--- config.mk ---
export PLATFORM = sky130hd
export DESIGN_NAME = sme_driver_flat
export DESIGN_NICKNAME = d
export VERILOG_FILES = /design/src/rtl/sme_pkg.sv /design/src/rtl/sme_if.sv /design/src/rtl/sme_char_buf.sv /design/src/rtl/sme_driver.sv /design/src/flat_wrapper.sv
export SDC_FILE = /design/constraint.sdc
export NUM_CORES = 1
export LEC_CHECK = 0
export BUFFER_PORTS_ARGS = -buffer_cell sky130_fd_sc_hd__buf_2
export CAP_MARGIN = 20
export CORE_ASPECT_RATIO = 1.2
export CORE_MARGIN = 5
export CORE_UTILIZATION = 60
export CTS_BUF_LIST = sky130_fd_sc_hd__clkbuf_2
export CTS_CLUSTER_DIAMETER = 60
export DETAILED_ROUTE_END_ITERATION = 8
export GPL_TIMING_DRIVEN = 0
export PLACE_DENSITY = 0.86
export SYNTH_ARGS = -nofsm -noshare
export SYNTH_HDL_FRONTEND = slang
export SYNTH_SLANG_ARGS = --single-unit
export TNS_END_PERCENT = 10
--- constraint.sdc ---
create_clock -name clk -period 5.6 [get_ports clk]
set_clock_uncertainty 0.15 [all_clocks]
set_input_delay 0 -clock clk [delete_from_list [all_inputs] [get_ports clk]]
set_output_delay 0 -clock clk [all_outputs]
set_load 0.05 [all_outputs]
--- src/rtl/sme_pkg.sv ---
// sme_pkg: shared types and constants for the string-matching-engine driver.
//   state_e      : driver FSM state encoding
//   MAX_STR      : string buffer depth (characters)
//   MAX_PAT      : pattern buffer depth (characters)
//   CH_*         : pattern metacharacters understood by the matcher
//   start_ok()   : job-length legality check applied to a start request
package sme_pkg;

   typedef enum logic [2:0] {
      ST_IDLE     = 3'd0,
      ST_SEND_STR = 3'd1,
      ST_SEND_PAT = 3'd2,
      ST_WAIT     = 3'd3,
      ST_DONE     = 3'd4
   } state_e;

   localparam logic [5:0] MAX_STR = 6'd32;
   localparam logic [3:0] MAX_PAT = 4'd8;

   localparam logic [7:0] CH_CARET  = 8'h5E;
   localparam logic [7:0] CH_DOLLAR = 8'h24;
   localparam logic [7:0] CH_STAR   = 8'h2A;
   localparam logic [7:0] CH_DOT    = 8'h2E;

   // A reused string needs no string length; a fresh one must fit the buffer.
   function automatic logic start_ok(input logic keep, input logic [5:0] slen,
                                     input logic [3:0] plen);
      logic pat_ok;
      logic str_ok;
      pat_ok = (plen >= 4'd1) && (plen <= MAX_PAT);
      str_ok = (slen >= 6'd1) && (slen <= MAX_STR);
      return pat_ok && (keep || str_ok);
   endfunction

endpackage

--- src/rtl/sme_if.sv ---
// sme_if: host + matcher signal bundle of the driver.
//   host side   : wr_en/wr_pat/wr_addr/wr_data, start/keep_str/str_len/pat_len,
//                 busy/done/err, res_match/res_timeout/res_index
//   matcher side: chardata/isstring/ispattern out, valid/match/match_index in
//   modport slave  : the driver
//   modport master : the environment (host and matcher)
interface sme_if;
   logic       wr_en;
   logic       wr_pat;
   logic [4:0] wr_addr;
   logic [7:0] wr_data;
   logic       start;
   logic       keep_str;
   logic [5:0] str_len;
   logic [3:0] pat_len;
   logic [7:0] chardata;
   logic       isstring;
   logic       ispattern;
   logic       valid;
   logic       match;
   logic [4:0] match_index;
   logic       busy;
   logic       done;
   logic       res_match;
   logic       res_timeout;
   logic [4:0] res_index;
   logic       err;

   modport slave (
      input  wr_en, wr_pat, wr_addr, wr_data, start, keep_str, str_len, pat_len,
      input  valid, match, match_index,
      output chardata, isstring, ispattern, busy, done,
      output res_match, res_timeout, res_index, err
   );

   modport master (
      output wr_en, wr_pat, wr_addr, wr_data, start, keep_str, str_len, pat_len,
      output valid, match, match_index,
      input  chardata, isstring, ispattern, busy, done,
      input  res_match, res_timeout, res_index, err
   );
endinterface

--- src/rtl/sme_char_buf.sv ---
// sme_char_buf: string (32 x 8) and pattern (8 x 8) character buffers.
//   clk, reset   : clock, asynchronous active-low reset (clears both arrays)
//   wr_*_i       : single write port; pattern uses wr_addr_i[2:0]
//   str_idx_i    : string read index  -> str_char_o (combinational)
//   pat_idx_i    : pattern read index -> pat_char_o (combinational)
// Reads forward a same-cycle write so a job started together with a write
// sees the new character.
module sme_char_buf
   import sme_pkg::*;
(
   input  logic       clk,
   input  logic       reset,
   input  logic       wr_en_i,
   input  logic       wr_pat_i,
   input  logic [4:0] wr_addr_i,
   input  logic [7:0] wr_data_i,
   input  logic [4:0] str_idx_i,
   input  logic [2:0] pat_idx_i,
   output logic [7:0] str_char_o,
   output logic [7:0] pat_char_o
);

   logic [7:0] str_q [int'(MAX_STR)];
   logic [7:0] pat_q [int'(MAX_PAT)];

   // Buffer storage: cleared on reset, one character written per enabled cycle.
   always_ff @(posedge clk or negedge reset) begin
      if (!reset) begin
         for (int i = 0; i < int'(MAX_STR); i++) str_q[i] <= 8'h00;
         for (int i = 0; i < int'(MAX_PAT); i++) pat_q[i] <= 8'h00;
      end else if (wr_en_i) begin
         if (wr_pat_i) pat_q[wr_addr_i[2:0]] <= wr_data_i;
         else          str_q[wr_addr_i]      <= wr_data_i;
      end
   end

   // Read ports with write-through forwarding.
   always_comb begin
      str_char_o = str_q[str_idx_i];
      pat_char_o = pat_q[pat_idx_i];
      if (wr_en_i && !wr_pat_i && (wr_addr_i == str_idx_i)) str_char_o = wr_data_i;
      else                                                 str_char_o = str_q[str_idx_i];
      if (wr_en_i && wr_pat_i && (wr_addr_i[2:0] == pat_idx_i)) pat_char_o = wr_data_i;
      else                                                     pat_char_o = pat_q[pat_idx_i];
   end

endmodule

--- src/rtl/sme_driver.sv ---
// sme_driver: streams a buffered string and pattern to a matcher, then waits
// (bounded by TIMEOUT_CYC) for its result and reports it to the host.
//   clk, reset : clock, asynchronous active-low reset
//   bus        : sme_if.slave (host writes/start, matcher stream/result, status)
// Every output is a register loaded from the next-state decode, so the first
// character appears the cycle after an accepted start.
module sme_driver
   import sme_pkg::*;
#(
   parameter int TIMEOUT_CYC = 255
) (
   input logic  clk,
   input logic  reset,
   sme_if.slave bus
);

   localparam int CNT_W = (TIMEOUT_CYC > 1) ? $clog2(TIMEOUT_CYC) : 1;

   state_e           state_q, state_d;
   logic [5:0]       idx_q, idx_d;
   logic [CNT_W-1:0] cnt_q, cnt_d;
   logic [5:0]       slen_q, slen_d;
   logic [3:0]       plen_q, plen_d;
   logic             res_match_q, res_match_d;
   logic             res_timeout_q, res_timeout_d;
   logic [4:0]       res_index_q, res_index_d;
   logic             err_q, err_d;
   logic [7:0]       chardata_q, chardata_d;
   logic             isstring_q, isstring_d;
   logic             ispattern_q, ispattern_d;
   logic             busy_q, busy_d;
   logic             done_q, done_d;
   logic             wr_en_s;
   logic [7:0]       str_char_s;
   logic [7:0]       pat_char_s;

   // Host writes are only honoured while idle.
   assign wr_en_s = bus.wr_en && (state_q == ST_IDLE);

   sme_char_buf u_buf (
      .clk        (clk),
      .reset      (reset),
      .wr_en_i    (wr_en_s),
      .wr_pat_i   (bus.wr_pat),
      .wr_addr_i  (bus.wr_addr),
      .wr_data_i  (bus.wr_data),
      .str_idx_i  (idx_d[4:0]),
      .pat_idx_i  (idx_d[2:0]),
      .str_char_o (str_char_s),
      .pat_char_o (pat_char_s)
   );

   // State register and all registered outputs.
   always_ff @(posedge clk or negedge reset) begin
      if (!reset) begin
         state_q       <= ST_IDLE;
         idx_q         <= 6'd0;
         cnt_q         <= '0;
         slen_q        <= 6'd0;
         plen_q        <= 4'd0;
         res_match_q   <= 1'b0;
         res_timeout_q <= 1'b0;
         res_index_q   <= 5'd0;
         err_q         <= 1'b0;
         chardata_q    <= 8'h00;
         isstring_q    <= 1'b0;
         ispattern_q   <= 1'b0;
         busy_q        <= 1'b0;
         done_q        <= 1'b0;
      end else begin
         state_q       <= state_d;
         idx_q         <= idx_d;
         cnt_q         <= cnt_d;
         slen_q        <= slen_d;
         plen_q        <= plen_d;
         res_match_q   <= res_match_d;
         res_timeout_q <= res_timeout_d;
         res_index_q   <= res_index_d;
         err_q         <= err_d;
         chardata_q    <= chardata_d;
         isstring_q    <= isstring_d;
         ispattern_q   <= ispattern_d;
         busy_q        <= busy_d;
         done_q        <= done_d;
      end
   end

   // Next-state, index/timeout counters and result capture.
   always_comb begin
      state_d       = state_q;
      idx_d         = idx_q;
      cnt_d         = cnt_q;
      slen_d        = slen_q;
      plen_d        = plen_q;
      res_match_d   = res_match_q;
      res_timeout_d = res_timeout_q;
      res_index_d   = res_index_q;
      err_d         = 1'b0;
      case (state_q)
         ST_IDLE: begin
            if (bus.start) begin
               if (start_ok(bus.keep_str, bus.str_len, bus.pat_len)) begin
                  slen_d  = bus.str_len;
                  plen_d  = bus.pat_len;
                  idx_d   = 6'd0;
                  state_d = bus.keep_str ? ST_SEND_PAT : ST_SEND_STR;
               end else begin
                  err_d = 1'b1;
               end
            end else begin
               state_d = ST_IDLE;
            end
         end
         ST_SEND_STR: begin
            if (idx_q == (slen_q - 6'd1)) begin
               idx_d   = 6'd0;
               state_d = ST_SEND_PAT;
            end else begin
               idx_d = idx_q + 6'd1;
            end
         end
         ST_SEND_PAT: begin
            if (idx_q == ({2'b00, plen_q} - 6'd1)) begin
               idx_d   = 6'd0;
               cnt_d   = '0;
               state_d = ST_WAIT;
            end else begin
               idx_d = idx_q + 6'd1;
            end
         end
         ST_WAIT: begin
            // A result in the last counted cycle still beats the timeout.
            if (bus.valid) begin
               res_match_d   = bus.match;
               res_index_d   = bus.match_index;
               res_timeout_d = 1'b0;
               state_d       = ST_DONE;
            end else if (cnt_q == CNT_W'(TIMEOUT_CYC - 1)) begin
               res_match_d   = 1'b0;
               res_index_d   = 5'd0;
               res_timeout_d = 1'b1;
               state_d       = ST_DONE;
            end else begin
               cnt_d = cnt_q + CNT_W'(1);
            end
         end
         ST_DONE: begin
            state_d = ST_IDLE;
         end
         default: begin
            state_d = ST_IDLE;
         end
      endcase
   end

   // Output decode of the upcoming state, loaded into the output registers.
   always_comb begin
      isstring_d  = (state_d == ST_SEND_STR);
      ispattern_d = (state_d == ST_SEND_PAT);
      busy_d      = (state_d != ST_IDLE);
      done_d      = (state_d == ST_DONE);
      if (isstring_d)       chardata_d = str_char_s;
      else if (ispattern_d) chardata_d = pat_char_s;
      else                  chardata_d = 8'h00;
   end

   assign bus.chardata    = chardata_q;
   assign bus.isstring    = isstring_q;
   assign bus.ispattern   = ispattern_q;
   assign bus.busy        = busy_q;
   assign bus.done        = done_q;
   assign bus.err         = err_q;
   assign bus.res_match   = res_match_q;
   assign bus.res_timeout = res_timeout_q;
   assign bus.res_index   = res_index_q;

endmodule
--- src/flat_wrapper.sv ---
// flat-port wrapper written by rule: the top's interface ports become plain ports
module sme_driver_flat import sme_pkg::*;
#(
   parameter int TIMEOUT_CYC = 255
)
  (clk, reset, bus_wr_en, bus_wr_pat, bus_wr_addr, bus_wr_data, bus_start, bus_keep_str, bus_str_len, bus_pat_len, bus_valid, bus_match, bus_match_index, bus_chardata, bus_isstring, bus_ispattern, bus_busy, bus_done, bus_res_match, bus_res_timeout, bus_res_index, bus_err);
  sme_if bus_i ();
  input logic clk;
  input logic reset;
  input wire logic [$bits(bus_i.wr_en)-1:0] bus_wr_en;
  input wire logic [$bits(bus_i.wr_pat)-1:0] bus_wr_pat;
  input wire logic [$bits(bus_i.wr_addr)-1:0] bus_wr_addr;
  input wire logic [$bits(bus_i.wr_data)-1:0] bus_wr_data;
  input wire logic [$bits(bus_i.start)-1:0] bus_start;
  input wire logic [$bits(bus_i.keep_str)-1:0] bus_keep_str;
  input wire logic [$bits(bus_i.str_len)-1:0] bus_str_len;
  input wire logic [$bits(bus_i.pat_len)-1:0] bus_pat_len;
  input wire logic [$bits(bus_i.valid)-1:0] bus_valid;
  input wire logic [$bits(bus_i.match)-1:0] bus_match;
  input wire logic [$bits(bus_i.match_index)-1:0] bus_match_index;
  output wire logic [$bits(bus_i.chardata)-1:0] bus_chardata;
  output wire logic [$bits(bus_i.isstring)-1:0] bus_isstring;
  output wire logic [$bits(bus_i.ispattern)-1:0] bus_ispattern;
  output wire logic [$bits(bus_i.busy)-1:0] bus_busy;
  output wire logic [$bits(bus_i.done)-1:0] bus_done;
  output wire logic [$bits(bus_i.res_match)-1:0] bus_res_match;
  output wire logic [$bits(bus_i.res_timeout)-1:0] bus_res_timeout;
  output wire logic [$bits(bus_i.res_index)-1:0] bus_res_index;
  output wire logic [$bits(bus_i.err)-1:0] bus_err;
  assign bus_i.wr_en = bus_wr_en;
  assign bus_i.wr_pat = bus_wr_pat;
  assign bus_i.wr_addr = bus_wr_addr;
  assign bus_i.wr_data = bus_wr_data;
  assign bus_i.start = bus_start;
  assign bus_i.keep_str = bus_keep_str;
  assign bus_i.str_len = bus_str_len;
  assign bus_i.pat_len = bus_pat_len;
  assign bus_i.valid = bus_valid;
  assign bus_i.match = bus_match;
  assign bus_i.match_index = bus_match_index;
  assign bus_chardata = bus_i.chardata;
  assign bus_isstring = bus_i.isstring;
  assign bus_ispattern = bus_i.ispattern;
  assign bus_busy = bus_i.busy;
  assign bus_done = bus_i.done;
  assign bus_res_match = bus_i.res_match;
  assign bus_res_timeout = bus_i.res_timeout;
  assign bus_res_index = bus_i.res_index;
  assign bus_err = bus_i.err;
  sme_driver #(.TIMEOUT_CYC(TIMEOUT_CYC)) u_core (.clk(clk), .reset(reset), .bus(bus_i));
endmodule
==> metrics.yaml <==
leakage_nw: 9.13
synthAdderAreaFrac_pct: 0.370
cts_root_buffer: "clkbuf_2"
clk_latency_ns: 0.99
grt_pass1_wl_mm: 88.0
ctsHoldBuffers: 97
finish.instance_area_mm2: 0.0194
syn_area_mm2: 0.0169
io_buffers: 51
total_power_w: 0.0109
vias_per_cell: 6.51
wl_per_cell_um: 23.5
antenna_found_initial: 2
nets: 2015
drive_gt1_share_pct: 17.7
synth_compound_area_share_pct: 20.4
synth-simple-area-share_pct: 12.3
grt_pass1_vias: 15766
cp.arrival_ns: 6.14
synth_area_leaders: "dfrtp_1 (54%), nand2_1 (8.5%), mux2_2 (7.3%)"
post_cts_resized: 0
layout_common_cells: "nand2_1 (381), dfrtp_1 (367), o21ai_0 (234)"
fin_ws_ns: 0.150
async_reset_ff_share_pct: 100
vias: 15641
dp_hpwl_mm: 36.5
max_freq_ghz: 0.183
synth_nets: 1772
setup.worst_path.start_class: "flip-flop"
cts_tree: "built"
min_path_type: "input pin to asynchronous set/reset pin"
drc: 0
place_ws_ns: 1.10
whs_ns: 0.0840
postCtsSetupRepairBufs: 0
crit_required_ns: 6.29
routed_wl_mm: 56.5
synth_top_area_share_pct: 54.3
stdcell_count: 2404
max-cap-violations: 0
h-tree-depth: 3
crit_type: "flip-flop to flip-flop"
synth_cell_types: 63
rsz0062_at_grt: "no"
cts_made_buffers: 90
synth-edff-count: 0
yosysSeqAreaShare_pct: 54.3
rrSetupSlack_ns: 0.15
placed_area_mm2: 0.0177
drt_iter0_drc: 2366
final_hold_viol_count: 0
power_density_mw_per_mm2: 563
clkTransAtPathRegs_ns: 0.11
die_area_mm2: 0.0317
io_pins: 56
ys.flop_type: "dfrtp_1"
postRouteAntennaNets: 0
chipWidth_um: 163
ir_drop_uv: 296
cts.sinks: 367
status: "finished clean"
worst_pin_slew_ns: 1.01
worstSetupStartpoint: "u_core.state_q[2]"
cp_max_fo: 10
maxSlewViolCount: 0
core-area_mm2: 0.0279
syn_inst: 1731
dp.cells: 2163
muxShareOfSynthArea_pct: 7.73
timing.final.crit_share_pct: 97.3
slew_headroom_pct: 32.2
cts_max_path_buffers: 3
syn_area_per_cell_um2: 9.78
yosysWarnings: 0
area_growth_pct: 14.8
synthXorXnorAreaFrac_pct: 1.04
yosysTopAreaCell: "dfrtp_1"
synth_top_family_by_area: "compound AO/OA/AOI/OAI gates"
drtPass1Iterations: 7
final_common_cell: "nand2_1"
overflow: 0
fin_crit_ns: 5.45
initial_utilization_pct: 60.6
row_count: 67
grt_usage_pct: 35.9
fillers: 2018
setup_viol: 0
r2r-start: "u_core.state_q[2]"
end_kind: "flip-flop"
die_y_um: 194
gp_congestion: 1.02
ys_ff_latch: 367
grt_max_degree: 129
synthesized netlist by cell type, drive strengths merged, types with 4 or more instances:
master   count
a221oi      16
mux2       110
dfrtp      367
a22o         7
a21boi      15
o21ai      237
o41ai        9
o211ai       4
clkbuf      74
xor2        10
a211oi      51
nand2      385
nor2b        6
and3         7
a32o         8
a22oi        7
mux2i        7
ha           5
nand2b       7
nor3         9
buf         45
nand4        7
nor2        42
a21o        39
xnor2       10
o31ai        7
a21oi      149
inv         28
o2111ai     10
nand3       23
layer usage:
layer / routed length, µm / track usage, % / vias to the layer above / share of wire, %
li1: - / - / 6622 / -
met1: 19500 / 44.2 / 7442 / 35
met2: 25400 / 53.6 / 1230 / 45
met3: 7080 / 12.0 / 347 / 13
met4: 4520 / 24.3 / 0 / 8.0
met5: 0 / 0 / - / 0
through the flow:
| stage | utilization (%) | setup TNS, ns |
|---|---|---|
| floorplan | - | 0 |
| global placement | 63.2 | -868.32 |
| detailed placement | 63.5 | 0 |
| CTS | 69.6 | 0 |
| global route | 69.6 | 0 |
| finish | 69.6 | 0 |
worst max-delay path, cell delays in order (launching register included):
cell,delay [ns]
dfrtp_1,0.38
clkbuf_1,0.22
nor3_1,0.52
nand2_1,0.11
nor2_1,0.16
dlygate4sd3_1,0.63
clkbuf_1,0.40
nand4_1,0.34
dlygate4sd3_1,0.81
nor2_1,0.67
mux2_2,0.42
dlygate4sd3_1,0.57
worst paths after layout:
check,endpoint,cells after the start
max,u_core.u_buf.str_q[68],11
min,u_core.u_buf.str_q[40],4
max reg2reg,u_core.u_buf.str_q[68],11
max in group asynchronous,u_core.u_buf.str_q[73],5
min reg2reg,u_core.u_buf.str_q[211],2
min in group clk,u_core.u_buf.str_q[158],4
where the power goes:
group	internal, W	switching [W]
clock	0.000626	0.00109
sequential	0.00332	0.000445
combinational	0.00174	0.00372
total	0.00568	0.00526
flip-flops by register name (all words and copies together), names as in the netlist, 3 cells and up:
signal / count
u_core.bus.chardata: 8
u_core.bus.res_index: 5
u_core.cnt_q: 8
u_core.idx_q: 6
u_core.plen_q: 4
u_core.slen_q: 6
u_core.state_q: 3
u_core.u_buf.pat_q: 64
u_core.u_buf.str_q: 256
cells by family (layout without fill, tap and decap cells):
kind of cell / after synthesis / count (layout)
AOI/OAI and AO/OA: 572 / 572
other: 0 / 2
and+or+nand+nor: 502 / 502
adders and majority gates: 5 / 5
xor gates and xnor gates: 20 / 20
muxes: 117 / 117
buffers and inverters: 148 / 440
DFF: 367 / 367
layout make-up:
cell class | count | area (µm²) | area share, %
Clock inverter | 18 | 98.8 | 0.509
Clock buffer | 123 | 616 | 3.17
Multi-Input combinational cell | 1216 | 7080 | 36.4
Inverter | 29 | 110 | 0.567
Sequential cell | 367 | 9180 | 47.3
Tap cell | 379 | 474 | 2.44
Timing Repair Buffer | 151 | 1310 | 6.76
Buffer | 119 | 549 | 2.83
Antenna cell | 2 | 5.00 | 0.0258
(Power assumes the default switching activity.)
